[src/rtl/cpu_pkg.sv]
// Shared CPU-side constants and the memory-port arbiter state encoding.
package cpu_pkg;

    localparam int ADDR_W = 13;
    localparam int DATA_W = 32;

    typedef enum logic [2:0] {
        ARB_IDLE    = 3'd0,
        ARB_IF_WAIT = 3'd1,
        ARB_DM_WAIT = 3'd2,
        ARB_IF_RESP = 3'd3,
        ARB_DM_RESP = 3'd4
    } arb_state_t;

endpackage

[src/rtl/arb_starve_ctr.sv]
// Saturating count of data grants issued while a fetch is left waiting.
module arb_starve_ctr #(
    parameter int MAX   = 4,
    parameter int CNT_W = $clog2(MAX + 1)
) (
    input  logic clk,
    input  logic rst_n,
    input  logic inc,
    input  logic clr,
    output logic at_max
);

    logic [CNT_W-1:0] cnt;

    assign at_max = (cnt == CNT_W'(MAX));

    always_ff @(posedge clk or negedge rst_n) begin
        if (!rst_n) begin
            cnt <= '0;
        end else if (clr) begin
            cnt <= '0;
        end else if (inc && !at_max) begin
            cnt <= cnt + CNT_W'(1);
        end
    end

endmodule

[src/rtl/mem_port_arbiter.sv]
// Arbitrates the fetch and data ports onto one single-port memory:
// request, wait for mem_ready, then a one-cycle response per access.
module mem_port_arbiter
    import cpu_pkg::*;
#(
    parameter int ADDR_W     = cpu_pkg::ADDR_W,
    parameter int DATA_W     = cpu_pkg::DATA_W,
    parameter int STARVE_MAX = 4
) (
    input  logic              clk,
    input  logic              rst_n,
    input  logic              if_req,
    input  logic [ADDR_W-1:0] if_addr,
    input  logic              if_flush,
    output logic [DATA_W-1:0] if_rdata,
    output logic              if_valid,
    output logic              if_stall,
    input  logic              dm_req,
    input  logic              dm_we,
    input  logic [ADDR_W-1:0] dm_addr,
    input  logic [DATA_W-1:0] dm_wdata,
    output logic [DATA_W-1:0] dm_rdata,
    output logic              dm_valid,
    output logic              dm_stall,
    output logic              mem_en,
    output logic              mem_we,
    output logic [ADDR_W-1:0] mem_addr,
    output logic [DATA_W-1:0] mem_wdata,
    input  logic [DATA_W-1:0] mem_rdata,
    input  logic              mem_ready
);

    arb_state_t        state_q, state_d;
    logic [ADDR_W-1:0] addr_q;
    logic              we_q;
    logic [DATA_W-1:0] wdata_q;
    logic [DATA_W-1:0] if_cap_q;
    logic [DATA_W-1:0] if_rdata_q;
    logic [DATA_W-1:0] dm_rdata_q;
    logic              drop_q;
    logic              starve_max;
    logic              fetch_ok;
    logic              grant_dm;
    logic              grant_if;

    assign fetch_ok = if_req && !if_flush;
    assign grant_dm = (state_q == ARB_IDLE) && dm_req && !(starve_max && fetch_ok);
    assign grant_if = (state_q == ARB_IDLE) && fetch_ok && !grant_dm;

    arb_starve_ctr #(
        .MAX(STARVE_MAX)
    ) u_starve (
        .clk    (clk),
        .rst_n  (rst_n),
        .inc    (grant_dm && if_req),
        .clr    (grant_if || !if_req),
        .at_max (starve_max)
    );

    always_comb begin
        state_d = state_q;
        case (state_q)
            ARB_IDLE: begin
                if (grant_dm) begin
                    state_d = ARB_DM_WAIT;
                end else if (grant_if) begin
                    state_d = ARB_IF_WAIT;
                end
            end
            ARB_IF_WAIT: if (mem_ready) state_d = ARB_IF_RESP;
            ARB_DM_WAIT: if (mem_ready) state_d = ARB_DM_RESP;
            default:     state_d = ARB_IDLE;
        endcase
    end

    always_ff @(posedge clk or negedge rst_n) begin
        if (!rst_n) begin
            state_q    <= ARB_IDLE;
            addr_q     <= '0;
            we_q       <= 1'b0;
            wdata_q    <= '0;
            if_cap_q   <= '0;
            if_rdata_q <= '0;
            dm_rdata_q <= '0;
            drop_q     <= 1'b0;
        end else begin
            state_q <= state_d;
            if (grant_dm) begin
                addr_q  <= dm_addr;
                we_q    <= dm_we;
                wdata_q <= dm_wdata;
            end else if (grant_if) begin
                addr_q <= if_addr;
                we_q   <= 1'b0;
            end
            if (state_q == ARB_IF_WAIT && mem_ready) begin
                if_cap_q <= mem_rdata;
            end
            // Writes leave the previous load value in place.
            if (state_q == ARB_DM_WAIT && mem_ready && !we_q) begin
                dm_rdata_q <= mem_rdata;
            end
            if (if_valid) begin
                if_rdata_q <= if_cap_q;
            end
            if (state_d == ARB_IDLE) begin
                drop_q <= 1'b0;
            end else if ((state_q == ARB_IF_WAIT || state_q == ARB_IF_RESP) && if_flush) begin
                drop_q <= 1'b1;
            end
        end
    end

    assign mem_en    = (state_q == ARB_IF_WAIT) || (state_q == ARB_DM_WAIT);
    assign mem_we    = (state_q == ARB_DM_WAIT) && we_q;
    assign mem_addr  = addr_q;
    assign mem_wdata = wdata_q;

    // A flush arriving in the response cycle itself must still hide the word.
    assign if_valid = (state_q == ARB_IF_RESP) && !drop_q && !if_flush;
    assign dm_valid = (state_q == ARB_DM_RESP);
    assign if_rdata = if_valid ? if_cap_q : if_rdata_q;
    assign dm_rdata = dm_rdata_q;

    assign if_stall = if_req && !if_valid && !if_flush;
    assign dm_stall = dm_req && !dm_valid;

endmodule
[config.mk]
export PLATFORM = sky130hd
export DESIGN_NAME = mem_port_arbiter
export DESIGN_NICKNAME = d
export VERILOG_FILES = /design/src/rtl/cpu_pkg.sv /design/src/rtl/arb_starve_ctr.sv /design/src/rtl/mem_port_arbiter.sv
export SDC_FILE = /design/constraint.sdc
export NUM_CORES = 1
export LEC_CHECK = 0
export ABC_AREA = 1
export CORE_UTILIZATION = 48
export CTS_CLUSTER_SIZE = 30
export DETAILED_ROUTE_END_ITERATION = 7
export PLACE_DENSITY = 0.83
export SYNTH_ARGS = -nofsm -noshare
export SYNTH_HDL_FRONTEND = slang
export SYNTH_SLANG_ARGS = --single-unit
[constraint.sdc]
create_clock -name clk -period 4.07 [get_ports clk]
set_clock_uncertainty 0.15 [all_clocks]
set_input_delay 0.407 -clock clk [delete_from_list [all_inputs] [get_ports clk]]
set_output_delay 0.407 -clock clk [all_outputs]
set_load 0.005 [all_outputs]
# After elaboration in Yosys (flattened, before gate mapping)

Index checks and enable logic that the tools add are counted.

Bits in read-only memories: 0
Memory bits (writable): 0
Word-level logic and storage cells: 64
Bits in registers: 149
Bits of input ports: 97
Latch bits: 0
Memories: 0

Equality and inequality tests: 5
Reductions and logical operators: 35
Bitwise logic cells: 0
Add/sub/neg operators: 1
Shift operators: 0
Muxes and demuxes: 14
Magnitude comparators: 0
Divide/modulo/power cells: 0
$mul: 0

Operators with widths:

| kind                                                            | number |
|---|---|
| 32-bit two-way mux                                              | 1 |
| 13-bit two-way mux                                              | 2 |
| 1-bit logical AND                                               | 18 |
| 3-bit two-way mux                                               | 6 |
| 1-bit zero test                                                 | 9 |
| 3-bit one-hot mux with 3 select lines                           | 1 |
| 3-bit by 2-bit == test with 1-bit output, second input constant | 2 |
| 3-bit == test, second input constant                            | 2 |
| 3-bit zero test                                                 | 2 |
| 2-bit nonzero test                                              | 3 |
| 1-bit two-way mux                                               | 4 |
| 3-bit by 1-bit adder with 3-bit output, second input constant   | 1 |
| 3-bit by 1-bit == test with 1-bit output, second input constant | 1 |
| 1-bit logical OR                                                | 3 |

# Logic depth before layout (Yosys ltp)

Word-level depth: 12
Mapped depth: 10

# Cells and area by module

From an unflattened synthesis, not the netlist that was laid out.

Cell total of the unflattened synthesis: 697
Area, all modules: 6,129.6 um^2

By module, submodules not included:

| module           | times used | cells each | area an instance (um^2) |
|---|---|---|---|
| mem_port_arbiter | 1          | 672        | 5,944.5 |
| arb_starve_ctr   | 1          | 25         | 185.2 |

# Least setup slack after synthesis

Ideal clock, no wire load.

Kind: flip-flop to output port
Start: reg state_q[2]
End: out if_rdata[22]
Stages on the path, launching flop included: 7
Data required time: 3,513 ps
Data arrival time: 1,222 ps
Path slack: 2,291 ps
Cell sequence: dfrtp_1 > nor4_4 > nand2_2 > inv_2 > buf_6 > nand2_1 > nand2_1

Word-level cells in the longest chain between the ends: 4

Ends and longest elaborated chain:

| what                                     | RTL line                | source |
|---|---|---|
| from (decl)                              | mem_port_arbiter.sv:33  | `arb_state_t state_q, state_d;` |
| from (signal assigned)                   | mem_port_arbiter.sv:87  | `state_q <= state_d;` |
| 3-bit by 2-bit == test with 1-bit output | mem_port_arbiter.sv:120 | `assign if_valid = (state_q == ARB_IF_RESP) && !drop_q && !if_flush;` |
| 1-bit logical AND (2 in series)          | mem_port_arbiter.sv:120 |  |
| named net if_valid                       | mem_port_arbiter.sv:16  | `output logic if_valid,` |
| 32-bit two-way mux                       | --                      |  |
| to (decl)                                | mem_port_arbiter.sv:15  | `output logic [DATA_W-1:0] if_rdata,` |

The timed path passes the listed nets, and every way through them passes these cells.

# Worst setup path after layout

Start: reg state_q[2]
End: out if_rdata[12]

Word-level cells in the longest chain between the ends: 4

Ends and longest elaborated chain:

| what                                     | RTL line |
|---|---|
| 3-bit by 2-bit == test with 1-bit output | mem_port_arbiter.sv:120 |
| 1-bit logical AND (2 in series)          | mem_port_arbiter.sv:120 |
| 32-bit two-way mux                       | -- |

Every way passes these cells.

==> summary.md <==
| Metric | Value |
|---|---|
| Detail Route Antenna Nets | 0 |
| Core area | 12,000 µm² |
| Post-synthesis compound-gate area fraction | 0.0831 |
| Slew Limit Headroom | 0.282 |
| Commonest non-fill, non-tap cell in the layout | nand2_1 |
| Crit path kind | reg2out |
| Fin area | 8690 µm² |
| Power Density | 761 nW/µm² |
| Max Fclk | 0.328 GHz |
| Via-per-instance ratio | 5.04 |
| DRT Pass-1 Iters | 4 |
| Rows | 40 |
| Crit-path max FO | 33 |
| # H-tree levels | 4 |
| Clock power frac | 0.255 |
| Sw Ratio | 0.308 |
| WL/cell | 15.4 µm |
| CTS tree | yes |
| Post-Route WL | 15.6 mm |
| Sink Count | 149 |
| FF+latch count, synth | 149 |
| Area grow syn2layout | 47.3% |
| Die ar. | 12,700 µm² |
| Layout filler cell count | 854 |
| Clk pin slew, worst setup/hold paths | 0.06 ns |
| CTS hold repair buffers | 0 |
| Vias in the first global route | 5,138 |
| Layout Nets | 954 |
| Largest family of logic cells by synthesized area | simple AND/OR/NAND/NOR gates |
| Sw Pwr | 2.04 mW |
| Simple-Gate Fraction of Synth Area | 0.218 |
| CP required | 3.51 ns |
| Worst R2R Start | u_starve.cnt[0]$_DFFE_PN0P_ |
| Comb power frac | 0.364 |
| Final GP Congestion | 0.846 |
| Mapped Area | 5900 µm² |
| Post-synthesis mux area share | 0 |
| DIE HEIGHT | 113 µm |
| Final setup TNS | 0 ns |
| Worst hold path type | in2async |
| Share of cells above drive strength 1 | 0.0576 |
| Antenna Cells | 0 |
| I/O pins | 212 |
| Endpoint class of the critical path | output port |
| Final setup fails | 0 |
| Post-CTS Resized | 0 |
| Final Hold Vio Count | 0 |
| Synthesized-area fraction occupied by adder cells | 0.00424 |
| Crit path DAT | 2.49 ns |
| Clk_lat worst skew | 0.41 ns |
| Remaining Overflow, GRT | 0 |
| Final worst path period need | 3.05 ns |
| RSZ-0062 raised after global routing | no |
| DP HPWL | 10.5 mm |
| # Max-Cap Violations | 0 |
| Initial antenna violation count | 0 |
| Final Max Tran Viols | 0 |
| Num CTS Buffers | 17 |
| Vias post-DR | 5,117 |
| Post-CTS setup buffer count | 0 |
| Root buffer cell | clkbuf_16 |
| Critical R2R Capture | mem_addr[5]$_DFFE_PN0P_ |
| Syn Area/Cell | 9.05 µm² |
| Int Pwr | 4.58 mW |
| Max IR drop VDD | 409 µV |
| IO buf count | 211 |
| Static Leak | 4.27 nW |
| Sequential power share | 0.381 |
| First-pass GRT wire length | 25.3 mm |
| FF-to-FF setup slack | 1.94 ns |
| Residual DRC count | 0 |
| Startpoint Class | flop |
| Final period util | 0.749 |
| Most frequent cells in the layout | 272 x nand2_1, 210 x clkdlybuf4s50_1, 149 x dfrtp_1 |
| Initial core utilization | 0.491 |
| Initial DRC Count | 298 |
| Slew @ Worst Pin | 1.08 ns |
| Seq/Total Area, Yosys | 0.632 |
| Status | finished clean |
| GRT Total Usage | 0.258 |
| Largest net degree at the start of global routing | 123 |
| Post-synthesis xor/xnor area fraction | 0 |
| Post-synthesis cell count | 652 |
| Syn. warnings | 0 |
| Reg2reg path depth | 8 |
| Mapped Nets | 751 |
| Chip width | 113 µm |
| Synth cell types | 24 |
| Post-DP Area | 8050 µm² |
| Bufs on Longest Clock Path | 2 |
final cells by class:
class	count	area [µm²]	share of cell area
sequential	149	3730	0.429
timing repair buffer	215	2140	0.247
multi-input combinational	422	1800	0.208
clock buffer	25	505	0.0581
inverter	50	188	0.0216
tap	147	184	0.0212
clock inverter	7	141	0.0163
kinds of logic (layout without fill, tap and decap cells):
family | count (synthesis) | after routing
AND/OR/NAND/NOR | 324 | 324
buffers and inverters | 81 | 297
flip-flops | 149 | 149
AO/OA/AOI/OAI | 96 | 96
adder cells (fa/ha/maj) | 2 | 2
cells in the mapped netlist:
library cell	count	area share
nand3_1	19	0.016
o21ai_2	1	0.0015
ha_1	2	0.0042
inv_1	43	0.027
nor4_4	1	0.0036
nor2_4	1	0.0019
buf_6	3	0.0057
a21oi_2	1	0.0015
buf_2	15	0.013
buf_4	6	0.0076
a21o_1	1	0.0013
nor2_1	23	0.015
a21oi_1	2	0.0017
clkbuf_1	7	0.0045
dfrtp_1	149	0.63
nor3_1	1	0.00085
nand2_2	3	0.0032
nand2_4	1	0.0019
inv_2	7	0.0045
nand4_1	2	0.0021
nor2_2	1	0.0011
o21ai_0	46	0.039
o21ai_1	45	0.038
nand2_1	272	0.17
through the flow:
stage | hold WS, ns | setup slack [ns] | power, mW | utilization | std cells
final | 0.0104 | 1.02 | 6.61 | 0.724 | 1015
after floorplan | -0.0386 | 2.29 | 3.47 | - | 652
after detailed placement | 0.311 | 1.28 | 4.93 | 0.670 | 983
after CTS | 0.0655 | 0.980 | 6.67 | 0.724 | 1015
after global placement | 0.303 | 1.31 | 4.82 | 0.670 | 983
after global routing | 0.107 | 0.850 | 7.03 | 0.724 | 1015
critical path, stage by stage (launching register included):
cell and delay [ns]:
dfrtp_1 0.44, nor4_4 0.33, nand2_2 0.09, inv_2 0.45
nand2_1 0.10, nand2_1 0.10, clkdlybuf4s50_1 0.56
flip-flops by register name (all words and copies together), names as in the netlist:
name / cells
dm_rdata: 32
if_cap_q: 32
if_rdata_q: 32
mem_wdata: 32
mem_addr: 13
state_q: 3
u_starve.cnt: 3
drop_q: 1
we_q: 1
metal layers:
metal  vias up  global-route usage  part of all wire
met5         -                   0                 0
met4         0              0.0991             0.017
met3        24              0.0675             0.078
met2       220               0.442              0.50
met1      2426               0.313              0.41
li1       2447                   -                 -
worst max-delay path by stage:
stage | from | to | slack (ns) | depth (start not counted)
detailed placement | if_flush | if_rdata[12] | 1.28 | 7
finish | state_q[2]$_DFF_PN0_ | if_rdata[12] | 1.02 | 6
floorplan | state_q[2]$_DFF_PN0_ | if_rdata[22] | 2.29 | 6
global placement | if_flush | if_rdata[12] | 1.31 | 7
global route | state_q[2]$_DFF_PN0_ | if_rdata[26] | 0.85 | 6
CTS | state_q[2]$_DFF_PN0_ | if_rdata[17] | 0.98 | 6
power groups by stage:
stage	Combinational, mW	Clock [mW]	Sequential, mW
2_1_floorplan	0.990	0	2.48
4_1_cts	2.43	1.72	2.52
6_report	2.41	1.69	2.52
3_3_place_gp	2.32	0	2.50
3_5_place_dp	2.41	0	2.52
5_1_grt	2.66	1.78	2.59
Power figures use the tool's default switching activity.
==> RTL change: new RTL, same settings <==
Set the package constant `DATA_W` to 16 (it was 32).
--- a/src/rtl/cpu_pkg.sv
+++ b/src/rtl/cpu_pkg.sv
@@ -3,5 +3,5 @@
 
     localparam int ADDR_W = 13;
-    localparam int DATA_W = 32;
+    localparam int DATA_W = 16;
 
     typedef enum logic [2:0] {
Interface: changed (5 resized); port bits go from 212 to 132. The function was not compared with the original's and may differ.
==> RTL change against the unedited design <==
Cell area is 42% lower. Synthesized area fell by 40%. Routed wire length down 45%. Non-clock buffer count shrank 83. Total power shrank 48%. Via count is 40% lower. Setup slack improved by 350 ps. Count of clock-buffer cells in the layout decreased by 15. Sequential cell count down 64. Sequential share of layout area decreased by 0.96 points. Critical endpoint is now if_rdata[11].
==> RTL change: results (changes against the unedited design) <==
DRC violation total after the first TritonRoute iteration 135 (was 298); Slowest-stage cell, CP clkdlybuf4s50_1 (unchanged); DP HPWL 6160 µm (was 10500 µm); multiplexer share of the synthesized area 0% (unchanged); Leak Pwr 2.39 nW (was 4.27 nW); delay-heaviest family, CP buffers and inverters (unchanged); routed vias 3090 (was 5117); Fill cells 513 (was 854); Synth Area in Compound Gates 9.28% (was 8.31%); register area share after synthesis 60.0% (was 63.2%); most frequent cells after synthesis nand2_1, dfrtp_1, o21ai_0 (unchanged); top cells by area, synth dfrtp_1, nand2_1, o21ai_0 (unchanged); asr flop ratio synth 100% (unchanged); DR WL/cell 13.9 µm (was 15.4 µm); placement-stage cell area 4890 µm² (was 8050 µm²); total CTS buffers 9 (was 17); WL final 8670 µm (was 15600 µm); syn nets 466 (was 751); CTS HTree Levels 3 (was 4); HP Class in -> async (unchanged); initial antenna violation count 0 (unchanged); delay of the slowest cell on the worst path 560 ps (about the same); clk slew on worst S/H paths 90 ps (was 60 ps); global-route wire length before repair 13300 µm (was 25300 µm); vias in the first global route 2900 (was 5138); nets 592 (was 954); largest net degree at the start of global routing 86 (was 123); worst slew pin tran 1060 ps (was 1080 ps); placed cell count 610 (was 983); Worst-Skew Late Latency 330 ps (was 410 ps); CP Max Fanout 30 (was 33); post-place setup slack 1440 ps (was 1280 ps); GRT Resource Usage Total 22.6% (was 25.8%); adder-cell share of the synthesized area 0.706% (was 0.424%); VDD IR max 405 µV (was 409 µV); syn_area_per_cell 8.89 µm² (was 9.05 µm²); CP arrival 2140 ps (was 2490 ps); routability congestion estimate 0.808 (was 0.846); XOR/XNOR Fraction of Synth Area 0% (unchanged); Port Buffers 131 (was 211); Synth cell types 26 (was 24); post-CTS setup buffer count 0 (unchanged); layout cells sized above 1 6.60% (was 5.76%); P_int 2.24 mW (was 4.58 mW); Clk Tree Root Cell clkbuf_8 (was clkbuf_16); status finished, final reports clean (unchanged)
RTL change: cell type report:
| type | count | area (µm²) | share of cell area [%] |
|---|---|---|---|
| Tap cell | 96 | 120 | 2.37 |
| Timing Repair Buffer | 132 | 1320 | 25.9 |
| Clock inverter | 6 | 47.5 | 0.937 |
| Multi-Input combinational cell | 262 | 1190 | 23.5 |
| Inverter | 35 | 131 | 2.59 |
| Clock buffer | 10 | 138 | 2.71 |
| Sequential cell | 85 | 2130 | 41.9 |
RTL change: metal layers:
metal	GRT usage (%)	vias up	share of wire, %
li1	-	1517	-
met4	7.45	0	0.63
met2	36.4	117	45
met1	28.7	1450	44
met5	0	-	0
met3	8.11	6	10
RTL change: cell families (layout without fill, tap and decap cells):
logic type	count (synthesis)	count (layout)
AND/OR/NAND/NOR	196	196
flip-flops	85	85
AO/OA/AOI/OAI	64	64
buffers and inverters	52	183
adder cells (fa/ha/maj)	2	2
RTL change: path summary, 6_finish.rpt:
check / start / endpoint / slack, ps / cells past startpoint
max: state_q[1] / if_rdata[11] / 1380 / 6
min reg2reg: mem_wdata[4] / mem_wdata[4] / 330 / 2
min: rst_n / if_rdata_q[11] / 90 / 1
max in group asynchronous: rst_n / state_q[1] / 3000 / 1
max reg2reg: u_starve.cnt[0] / mem_addr[12] / 1900 / 8
min in group clk: mem_wdata[4] / mem_wdata[4] / 330 / 2
RTL change: power groups by stage:
stage	clock network [mW]	registers, mW	logic [mW]
after floorplan	0	1.41	0.656
after global placement	0	1.40	1.44
after detailed placement	0	1.41	1.48
after CTS	0.560	1.39	1.49
after global routing	0.595	1.43	1.64
final	0.548	1.39	1.47
